## src/rtl/amp_gain_monitor.sv

```systemverilog
// Peak-to-peak gain monitor: tracks signed extremes of paired In/Out ADC samples
// over a 2^LOG2_WIN window and hands out one result per window through valid/ready.
//
// state | meaning
// IDLE  | samples ignored, waiting for start
// ACQ   | accepting samples, updating extremes, counting the window
module amp_gain_monitor #(
  parameter int W        = 12,
  parameter int LOG2_WIN = 8,
  parameter int GAIN_THR = 20
) (
  input  logic                clk,
  input  logic                rst_n,
  input  logic                start,
  input  logic                cont,
  input  logic                smp_valid,
  input  logic signed [W-1:0] in_smp,
  input  logic signed [W-1:0] out_smp,
  output logic                res_valid,
  input  logic                res_ready,
  output logic [W:0]          in_pp,
  output logic [W:0]          out_pp,
  output logic                gain_low,
  output logic                busy,
  output logic                overrun
);

  typedef enum logic {IDLE, ACQ} state_t;

  localparam logic signed [W-1:0] S_MIN    = {1'b1, {(W-1){1'b0}}};
  localparam logic signed [W-1:0] S_MAX    = {1'b0, {(W-1){1'b1}}};
  localparam logic [LOG2_WIN-1:0] CNT_LAST = '1;
  localparam logic [W+16:0]       THR      = (W+17)'(GAIN_THR);

  state_t                state_q, state_d;
  logic [LOG2_WIN-1:0]   cnt_q;
  logic signed [W-1:0]   max_in_q, min_in_q, max_out_q, min_out_q;
  logic signed [W-1:0]   max_in_n, min_in_n, max_out_n, min_out_n;
  logic [W:0]            pp_in_n, pp_out_n;
  logic [W+16:0]         thr_prod;
  logic                  gain_low_n;
  logic                  accept, win_done;

  // start overrides any sample in the same cycle, including the window's last one
  assign accept   = (state_q == ACQ) && smp_valid && !start;
  assign win_done = accept && (cnt_q == CNT_LAST);

  assign max_in_n  = (in_smp  > max_in_q)  ? in_smp  : max_in_q;
  assign min_in_n  = (in_smp  < min_in_q)  ? in_smp  : min_in_q;
  assign max_out_n = (out_smp > max_out_q) ? out_smp : max_out_q;
  assign min_out_n = (out_smp < min_out_q) ? out_smp : min_out_q;

  assign pp_in_n    = {max_in_n[W-1],  max_in_n}  - {min_in_n[W-1],  min_in_n};
  assign pp_out_n   = {max_out_n[W-1], max_out_n} - {min_out_n[W-1], min_out_n};
  assign thr_prod   = (W+17)'(pp_in_n) * THR;
  assign gain_low_n = (W+17)'(pp_out_n) < thr_prod;

  assign busy = (state_q == ACQ);

  always_ff @(posedge clk or negedge rst_n) begin
    if (!rst_n) state_q <= IDLE;
    else        state_q <= state_d;
  end

  always_comb begin
    state_d = state_q;
    if (start)                 state_d = ACQ;
    else if (win_done && !cont) state_d = IDLE;
  end

  always_ff @(posedge clk or negedge rst_n) begin
    if (!rst_n) begin
      cnt_q     <= '0;
      max_in_q  <= S_MIN;
      min_in_q  <= S_MAX;
      max_out_q <= S_MIN;
      min_out_q <= S_MAX;
    end else if (start || win_done) begin
      // reload at window completion too, so a continuous window loses no sample
      cnt_q     <= '0;
      max_in_q  <= S_MIN;
      min_in_q  <= S_MAX;
      max_out_q <= S_MIN;
      min_out_q <= S_MAX;
    end else if (accept) begin
      cnt_q     <= cnt_q + LOG2_WIN'(1);
      max_in_q  <= max_in_n;
      min_in_q  <= min_in_n;
      max_out_q <= max_out_n;
      min_out_q <= min_out_n;
    end
  end

  always_ff @(posedge clk or negedge rst_n) begin
    if (!rst_n) begin
      res_valid <= 1'b0;
      in_pp     <= '0;
      out_pp    <= '0;
      gain_low  <= 1'b0;
      overrun   <= 1'b0;
    end else begin
      if (start) overrun <= 1'b0;
      if (win_done) begin
        if (!res_valid || res_ready) begin
          res_valid <= 1'b1;
          in_pp     <= pp_in_n;
          out_pp    <= pp_out_n;
          gain_low  <= gain_low_n;
        end else begin
          overrun   <= 1'b1;
        end
      end else if (res_valid && res_ready) begin
        res_valid <= 1'b0;
      end
    end
  end

endmodule

```

## config.mk

```make
export PLATFORM = sky130hd
export DESIGN_NAME = amp_gain_monitor
export DESIGN_NICKNAME = d
export VERILOG_FILES = /design/src/rtl/amp_gain_monitor.sv
export SDC_FILE = /design/constraint.sdc
export NUM_CORES = 1
export LEC_CHECK = 0
export BUFFER_PORTS_ARGS = -buffer_cell sky130_fd_sc_hd__buf_2
export CORE_UTILIZATION = 40
export CTS_BUF_LIST = sky130_fd_sc_hd__clkbuf_8
export DETAILED_ROUTE_END_ITERATION = 8
export GPL_TIMING_DRIVEN = 0
export PLACE_DENSITY = 0.57
export REMOVE_ABC_BUFFERS = 1
export SKIP_LAST_GASP = 1
export SLEW_MARGIN = 20
export SYNTH_ARGS = -nofsm -noshare
export SYNTH_HDL_FRONTEND = slang
export SYNTH_SLANG_ARGS = --single-unit
```

## constraint.sdc

```tcl
create_clock -name clk -period 18.6 [get_ports clk]
set_input_delay 2.79 -clock clk [delete_from_list [all_inputs] [get_ports clk]]
set_output_delay 2.79 -clock clk [all_outputs]
set_load 0.02 [all_outputs]
```

[Yosys cells after proc, flatten, opt, wreduce, memory -nomap -nowiden]
Index checks and enable logic that the tools add are counted.
Word-level totals
  output and inout port bits: 30
  input port bits: 30
  register bits after elaboration: 86
Cells by class
  multiply operators: 1
  muxes and demuxes: 22
  $add $sub $neg: 3
  $lt $le $gt $ge: 5
  eq/ne operators: 2
  reduce and logical (&&, ||, !) cells: 15
Operators with widths (count)
  12-bit 2-to-1 mux: 12
  12-bit by 12-bit subtractor with 13-bit output: 2
  12-bit greater-than comparator: 2
  12-bit < comparator: 2
  13-bit by 18-bit < comparator with 1-bit output: 1
  13-bit by 3-bit multiplier with 16-bit output (second input constant): 1
  8-bit 2-to-1 mux: 2
  8-bit by 1-bit adder with 8-bit output (second input constant): 1
  8-bit == test (second input constant): 1
  1-bit 2-to-1 mux: 8
  2-bit nonzero test: 3
  1-bit logical AND: 5
  2-bit AND reduction: 2
  1-bit zero test: 3
  1-bit logical OR: 2
  2-bit by 1-bit inequality test with 1-bit output (second input constant): 1

[Longest topological paths before layout]
Gate-level depths: netlist of the first run.
  depth in word-level cells: 6
  mapped depth: 33

[Least setup slack after synthesis of the first run]
OpenSTA, ideal clock, no wires.
  path kind: input-to-reg
  start point: input port out_smp[1]
  end point: register gain_low
  arrival: 8.206 ns
  buffers on the path: 1
  setup time: 0.077 ns
  cell stages on the path: 31
  slack: 10.316 ns
  cells stage by stage: ha_1 > nor2b_1 > o21a_1 > o21a_1 > o21a_1 > o21a_1 > o21a_1 > o21a_1 > o21ai_0 > a221oi_1 > a21oi_1 > clkbuf_1 > mux2i_1 > inv_1 > ha_1 > nor2b_1 > o21ai_0 > a21boi_0 > o21ai_0 > a21boi_0 > o21ai_0 > a21boi_0 > o21ai_0 > a21boi_0 > o21ai_0 > nand2_1 > xor2_1 > ha_1 > a211oi_1 > a211oi_1 > a21oi_1
Between the ends
  cells in the longest elaborated chain, start to end: 4
  elaborated cells between the ends (all ways): 6
  classes of those cells: add/sub (1); order compare (3); mux (2)
Ends and longest elaborated chain
  from (decl): line 18  | input logic signed [W-1:0] out_smp,
  12-bit greater-than comparator or 12-bit < comparator (tied branches): line 50, 51
  12-bit 2-to-1 mux (on tied branches): line 50, 51
  12-bit by 12-bit subtractor with 13-bit output (*): line 54  | assign pp_out_n = {max_out_n[W-1], max_out_n} - {min_out_n[W-1], min_out_n};
  via pp_out_n[11]: line 39  | logic [W:0] pp_in_n, pp_out_n;
  13-bit by 18-bit < comparator with 1-bit output (*): line 56  | assign gain_low_n = (W+17)'(pp_out_n) < thr_prod;
  to (signal assigned): line 108  | gain_low <= gain_low_n;
  to (decl): line 23  | output logic gain_low,
The timed path passes the listed nets; every way through them passes the cells marked *.
A chain may end at the register's enable or synchronous reset.

[Worst setup path in the final report of the first run]
  start point: input port in_smp[11]
  end point: register gain_low
Between the ends
  cells in the longest elaborated chain, start to end: 5
  elaborated cells between the ends (all ways): 7
  classes of those cells: add/sub (1); mul (1); order compare (3); mux (2)
Ends and longest elaborated chain
  from (decl): line 17  | input logic signed [W-1:0] in_smp,
  12-bit greater-than comparator or 12-bit < comparator (tied branches): line 48, 49
  12-bit 2-to-1 mux (on tied branches): line 48, 49
  12-bit by 12-bit subtractor with 13-bit output (*): line 53  | assign pp_in_n = {max_in_n[W-1], max_in_n} - {min_in_n[W-1], min_in_n};
  via pp_in_n[4]: line 39
  13-bit by 3-bit multiplier with 16-bit output (*): line 55  | assign thr_prod = (W+17)'(pp_in_n) * THR;
  13-bit by 18-bit < comparator with 1-bit output (*): line 56
Marks and branches as above.

==> results.sh, run 1 <==
export IMPL_netlist_top_cell_by_area="dfrtp_1"
export IMPL_peakVddDrop_v=0.0000841
export IMPL_synth_area_leaders="dfrtp_1, ha_1, dfstp_2"
export IMPL_critPathKind="primary input to flip-flop"
export IMPL_tns_ns=0
export IMPL_power_switching_uw=393
export IMPL_netlist_area_um2=7220
export IMPL_combPwrFrac=0.617
export IMPL_powerDensity_nw_per_um2=114
export IMPL_io_buffers=59
export IMPL_netlist_instances=801
export IMPL_hold_path_class="flip-flop to flip-flop"
export IMPL_dr_pass1_iters=5
export IMPL_slowest_stage="ha_1"
export IMPL_cts_tree="yes"
export IMPL_crit_fanout=7
export IMPL_hold_ws_ns=0.485
export IMPL_antenna_left=0
export IMPL_area_growth_pct=11.6
export IMPL_ctsResizeCount=0
export IMPL_setup_viol=0
export IMPL_track_usage=0.201
export IMPL_ios=60
export IMPL_grt_max_degree=58
export IMPL_wl_per_cell_um=16.0
export IMPL_critPathLaunchType="primary input"
export IMPL_dpl_hpwl_um=13100
export IMPL_required_ns=18.86
export IMPL_drive_above_1_share=0.186
export IMPL_die_h_um=136
export IMPL_final_common_cell="ha_1"
export IMPL_overflow=0
export IMPL_layout_common_cells="ha_1, inv_1, dfrtp_1"
export IMPL_placed_area_um2=7850
export IMPL_wl_um=17300
export IMPL_max_freq_mhz=112
export IMPL_synth_yosys_seq_area_share=0.302
export IMPL_grt_pass1_wl_um=29000
export IMPL_multiInputGateArea_um2=4690
export IMPL_skew_ns=0.0142
export IMPL_clk_pin_slew_ns=0.09
export IMPL_fill_cells=1716
export IMPL_cts_sinks=86
export IMPL_synth_distinct_cells=74
export IMPL_insertion_delay_ns=0.38
export IMPL_pwr_share_clk=0.160
export IMPL_final_cell_area_um2=8060
export IMPL_layout_min_cycle_time_ns=8.91
export IMPL_vias_per_cell=5.45
export IMPL_drc_errors=0
export IMPL_seqCellArea_um2=2180
export IMPL_slew_headroom=0.431
export IMPL_status="completed"
export IMPL_vias=5906
export IMPL_slowest_delay_ns=0.44
export IMPL_post_route_period_util=0.479
export IMPL_htree_levels=3
export IMPL_ys_async_sr_fraction=1.00
export IMPL_numCtsBuffers=9
export IMPL_ys_warn_count=0
export IMPL_die_w_um=136
export IMPL_seq_power_share=0.223
export IMPL_antenna_found_initial=0
export IMPL_fin_nets=979
export IMPL_tightest_slew_ns=0.851
export IMPL_cp_common_cell="ha_1"
export IMPL_synth_edf_count=0
export IMPL_clockBufferDepth=2
export IMPL_worstPathArrival_ns=9.17
export IMPL_synth_seq_cells=86
export IMPL_drtIter0Drc=375
export IMPL_grt_pass1_vias=5581
export IMPL_yosysTopAreaCellShare=0.215
export IMPL_diodes=0
export IMPL_p_sw_frac=0.428
export IMPL_intPower_uw=524
export IMPL_die_area_um2=18600
export IMPL_rows=48
export IMPL_clockRootBuffer="clkbuf_8"
export IMPL_cap_violations=0
export IMPL_avgSynthCellArea_um2=9.02
export IMPL_core_um2=17500
export IMPL_rsz0062_at_grt="false"
export IMPL_dominantRegCellSynth="dfrtp_1"
export IMPL_start_util=0.413
export IMPL_finalHoldViolCount=0
export IMPL_worst_setup_path_end_kind="flip-flop"
export IMPL_globalplace_congestion=0.852
export IMPL_postCtsSetupBuffers=0
export IMPL_finalMaxSlewViolations=0
export IMPL_p_leak_nw=4.02
export IMPL_cts_hold_buf=0
==> cells in the mapped netlist, types with 20 or more instances <==
master and count:
a21oi_1 39, clkbuf_1 22, dfrtp_1 62, dfstp_2 24
ha_1 94, inv_1 77, mux2_2 26, nand2_1 57
nand3_1 20, nor2_1 57, o21ai_0 60, xor2_1 20
==> power groups by stage <==
| stage | Clock (mW) | Sequential, mW | Combinational (mW) |
|---|---|---|---|
| final | 0.147 | 0.205 | 0.566 |
| after global placement | 0 | 0.208 | 0.557 |
| after CTS | 0.154 | 0.205 | 0.569 |
| after detailed placement | 0 | 0.208 | 0.566 |
| after floorplan | 0 | 0.207 | 0.449 |
| after global routing | 0.159 | 0.206 | 0.671 |
==> area by class of cell <==
cell class | instances | area share
Tap cell | 225 | 0.0349
Clock buffer | 9 | 0.0154
Multi-Input combinational cell | 613 | 0.582
Inverter | 78 | 0.0363
Clock inverter | 7 | 0.0104
Sequential cell | 86 | 0.271
Timing Repair Buffer | 65 | 0.0505
==> sequential cells by signal, summed over array words and instances (netlist names) <==
register,cells
in_pp,13
res_valid,1
min_in_q,12
busy,1
cnt_q,8
min_out_q,12
overrun,1
out_pp,13
gain_low,1
max_out_q,12
max_in_q,12
==> per-stage QoR <==
stage          setup slack [ns]   util  total power, mW  std cells
6_report                   9.69  0.461            0.917       1083
5_1_grt                    8.90  0.461             1.04       1083
4_1_cts                    9.71  0.461            0.927       1083
3_5_place_dp               9.31  0.449            0.774       1067
3_3_place_gp               8.78  0.441            0.765       1061
2_1_floorplan             10.07      -            0.656        777
==> worst max-delay path: cells and delay by family <==
kind            cells  cell delay (ns)
compound gates     14             2.75
xor+xnor            2             0.51
fa+ha+maj           7             2.09
buf+inv             4             0.32
simple gates        3             0.72
==> final timing paths <==
| kind | start | end | slack (ns) | cells past startpoint |
|---|---|---|---|---|
| min in group asynchronous | rst_n | cnt_q[5]$_DFFE_PN0P_ | 2.27 | 1 |
| hold / removal | in_pp[12]$_DFFE_PN0P_ | in_pp[12]$_DFFE_PN0P_ | 0.49 | 2 |
| max in group asynchronous | rst_n | min_in_q[0]$_DFFE_PN1P_ | 15.67 | 2 |
| hold reg to reg | in_pp[12]$_DFFE_PN0P_ | in_pp[12]$_DFFE_PN0P_ | 0.49 | 2 |
| setup / recovery | in_smp[11] | gain_low$_DFFE_PN0P_ | 9.69 | 30 |
| setup reg to reg | max_in_q[11]$_DFFE_PN1P_ | gain_low$_DFFE_PN0P_ | 11.80 | 30 |
==> layer usage <==
layer	share of wire	wire length [um]	track usage
met2	0.43	7480	0.303
met3	0.046	800	0.0414
met4	0.011	184	0.0549
met5	0	0	0
met1	0.51	8840	0.289
==> kinds of logic after synthesis <==
group / after synthesis / synth area share
buffers and inverters: 102 / 0.0535
muxes: 40 / 0.0599
DFF: 86 / 0.302
adders and majority gates: 100 / 0.174
AOI/OAI and AO/OA: 233 / 0.228
xor gates and xnor gates: 34 / 0.0412
and+or+nand+nor: 206 / 0.141
Note: power is estimated with default switching activity, not from simulation.
==> inputs of run 2 (changes only) <==
--- a/config.mk
+++ b/config.mk
@@ -10,7 +10,7 @@
 export CTS_BUF_LIST = sky130_fd_sc_hd__clkbuf_8
 export DETAILED_ROUTE_END_ITERATION = 8
 export GPL_TIMING_DRIVEN = 0
-export PLACE_DENSITY = 0.57
+export PLACE_DENSITY = 0.59
 export REMOVE_ABC_BUFFERS = 1
 export SKIP_LAST_GASP = 1
 export SLEW_MARGIN = 20
==> constraint.sdc (replaced) <==
create_clock -name clk -period 7.2 [get_ports clk]
set_input_delay 1.08 -clock clk [delete_from_list [all_inputs] [get_ports clk]]
set_output_delay 1.08 -clock clk [all_outputs]
set_load 0.02 [all_outputs]
==> run 2 against run 1 <==
Combinational power grew to 2.6 times the previous value. Clock power grew 140%. Flip-flop and latch count is the same. Cell count grew 0.74%. Largest cell class unchanged.
==> results.sh, run 2 (same netlist as run 1, synthesis figures left out) <==
export IMPL_status="completed"
export IMPL_required_ns=7.45
export IMPL_final_common_cell="ha_1"
export IMPL_skew_ns=0.0106
export IMPL_finalMaxSlewViolations=0
export IMPL_rsz0062_at_grt="false"
export IMPL_vias=5988
export IMPL_layout_min_cycle_time_ns=6.77
export IMPL_wl_um=17300
export IMPL_slew_headroom=0.404
export IMPL_peakVddDrop_v=0.000183
export IMPL_drtIter0Drc=369
export IMPL_die_h_um=136
export IMPL_drive_above_1_share=0.202
export IMPL_track_usage=0.194
export IMPL_globalplace_congestion=0.872
export IMPL_cts_tree="yes"
export IMPL_tns_ns=0
export IMPL_grt_max_degree=51
export IMPL_cts_hold_buf=0
export IMPL_fin_nets=987
export IMPL_tightest_slew_ns=0.891
export IMPL_diodes=0
export IMPL_post_route_period_util=0.941
export IMPL_cap_violations=0
export IMPL_drc_errors=0
export IMPL_top_regs="in_pp x13, out_pp x13"
export IMPL_clk_pin_slew_ns=0.09
export IMPL_critPathKind="primary input to flip-flop"
export IMPL_hold_path_class="flip-flop to flip-flop"
export IMPL_antenna_found_initial=0
export IMPL_grt_pass1_wl_um=27800
export IMPL_finalHoldViolCount=0
export IMPL_die_w_um=136
export IMPL_cts_sinks=86
export IMPL_dr_pass1_iters=5
export IMPL_slowest_stage="fa_1"
export IMPL_rows=48
export IMPL_clockBufferDepth=2
export IMPL_grt_pass1_vias=5492
export IMPL_worst_setup_path_end_kind="flip-flop"
export IMPL_slowest_delay_ns=0.41
export IMPL_wl_per_cell_um=15.8
export IMPL_numCtsBuffers=9
export IMPL_start_util=0.413
export IMPL_htree_levels=3
export IMPL_powerDensity_nw_per_um2=288
export IMPL_dpl_hpwl_um=13000
export IMPL_die_area_um2=18600
export IMPL_clockRootBuffer="clkbuf_8"
export IMPL_ios=60
export IMPL_io_buffers=59
export IMPL_insertion_delay_ns=0.37
export IMPL_core_um2=17500
export IMPL_critPathLaunchType="primary input"
export IMPL_crit_fanout=23
export IMPL_max_freq_mhz=148
export IMPL_area_growth_pct=12.9
export IMPL_vias_per_cell=5.49
export IMPL_worstPathArrival_ns=7.03
export IMPL_setup_viol=0
export IMPL_cp_common_cell="a21o_1"
export IMPL_p_leak_nw=4.07
export IMPL_utilization=0.467
export IMPL_antenna_left=0
export IMPL_overflow=0
export IMPL_layout_common_cells="ha_1, inv_1, dfrtp_1"
==> run 2: per-layer routing <==
layer,track usage,vias up,wire (um)
met5,0,-,0
met4,0.0562,0,267
met3,0.0373,17,760
met2,0.298,131,7550
met1,0.275,2812,8690
li1,-,3028,-
==> run 2: worst paths after layout <==
path | cells after the start | slack (ns) | startpoint | end
max | 31 | 0.43 | out_smp[1] | gain_low$_DFFE_PN0P_
min | 2 | 0.48 | in_pp[6]$_DFFE_PN0P_ | in_pp[6]$_DFFE_PN0P_
max reg2reg | 31 | 0.71 | min_out_q[1]$_DFFE_PN1P_ | gain_low$_DFFE_PN0P_
min reg2reg | 2 | 0.48 | in_pp[6]$_DFFE_PN0P_ | in_pp[6]$_DFFE_PN0P_
max in group asynchronous | 2 | 5.94 | rst_n | max_out_q[11]$_DFFE_PN1P_
min in group asynchronous | 1 | 0.60 | rst_n | busy$_DFFE_PN0P_
==> run 2: repair_timing <==
item / CTS / global route
resized for setup: 1 / 8
setup endpoints to repair: 1 / 1
buffers inserted: 0 / 9
pin swaps: 0 / 3
==> run 2: power breakdown <==
part | switching, mW | internal, mW
Clock | 0.188 | 0.159
Sequential | 0.0152 | 0.514
Combinational | 0.807 | 0.668
==> run 2: worst max-delay path, delay by kind of cell <==
| kind | cells | cell delay (ns) |
|---|---|---|
| mux | 1 | 0.28 |
| simple gates | 3 | 0.36 |
| compound gates | 21 | 3.75 |
| fa+ha+maj | 4 | 1.20 |
| buf+inv | 2 | 0.34 |
==> run 2: area by class of cell <==
cell class | count | area [um^2]
Clock inverter | 7 | 65.1
Multi-Input combinational cell | 613 | 4730
Inverter | 78 | 293
Fill cell | 1706 | 9320
Clock buffer | 9 | 124
Timing Repair Buffer | 73 | 479
Sequential cell | 86 | 2180
Tap cell | 225 | 282
==> run 2: through the flow <==
| step | hold slack, ns | cell area, um^2 | worst slack, ns | cells | power, mW |
|---|---|---|---|---|---|
| final | 0.479 | 8160 | 0.427 | 1091 | 2.35 |
| after CTS | 0.489 | 8030 | 0.105 | 1082 | 2.36 |
| after global placement | 0.459 | 7700 | -0.885 | 1061 | 1.97 |
| after global routing | 0.510 | 8160 | 0.0160 | 1091 | 2.62 |
| after detailed placement | 0.468 | 7840 | -0.402 | 1066 | 2.00 |
| after floorplan | 0.470 | 7130 | 0.379 | 777 | 1.69 |
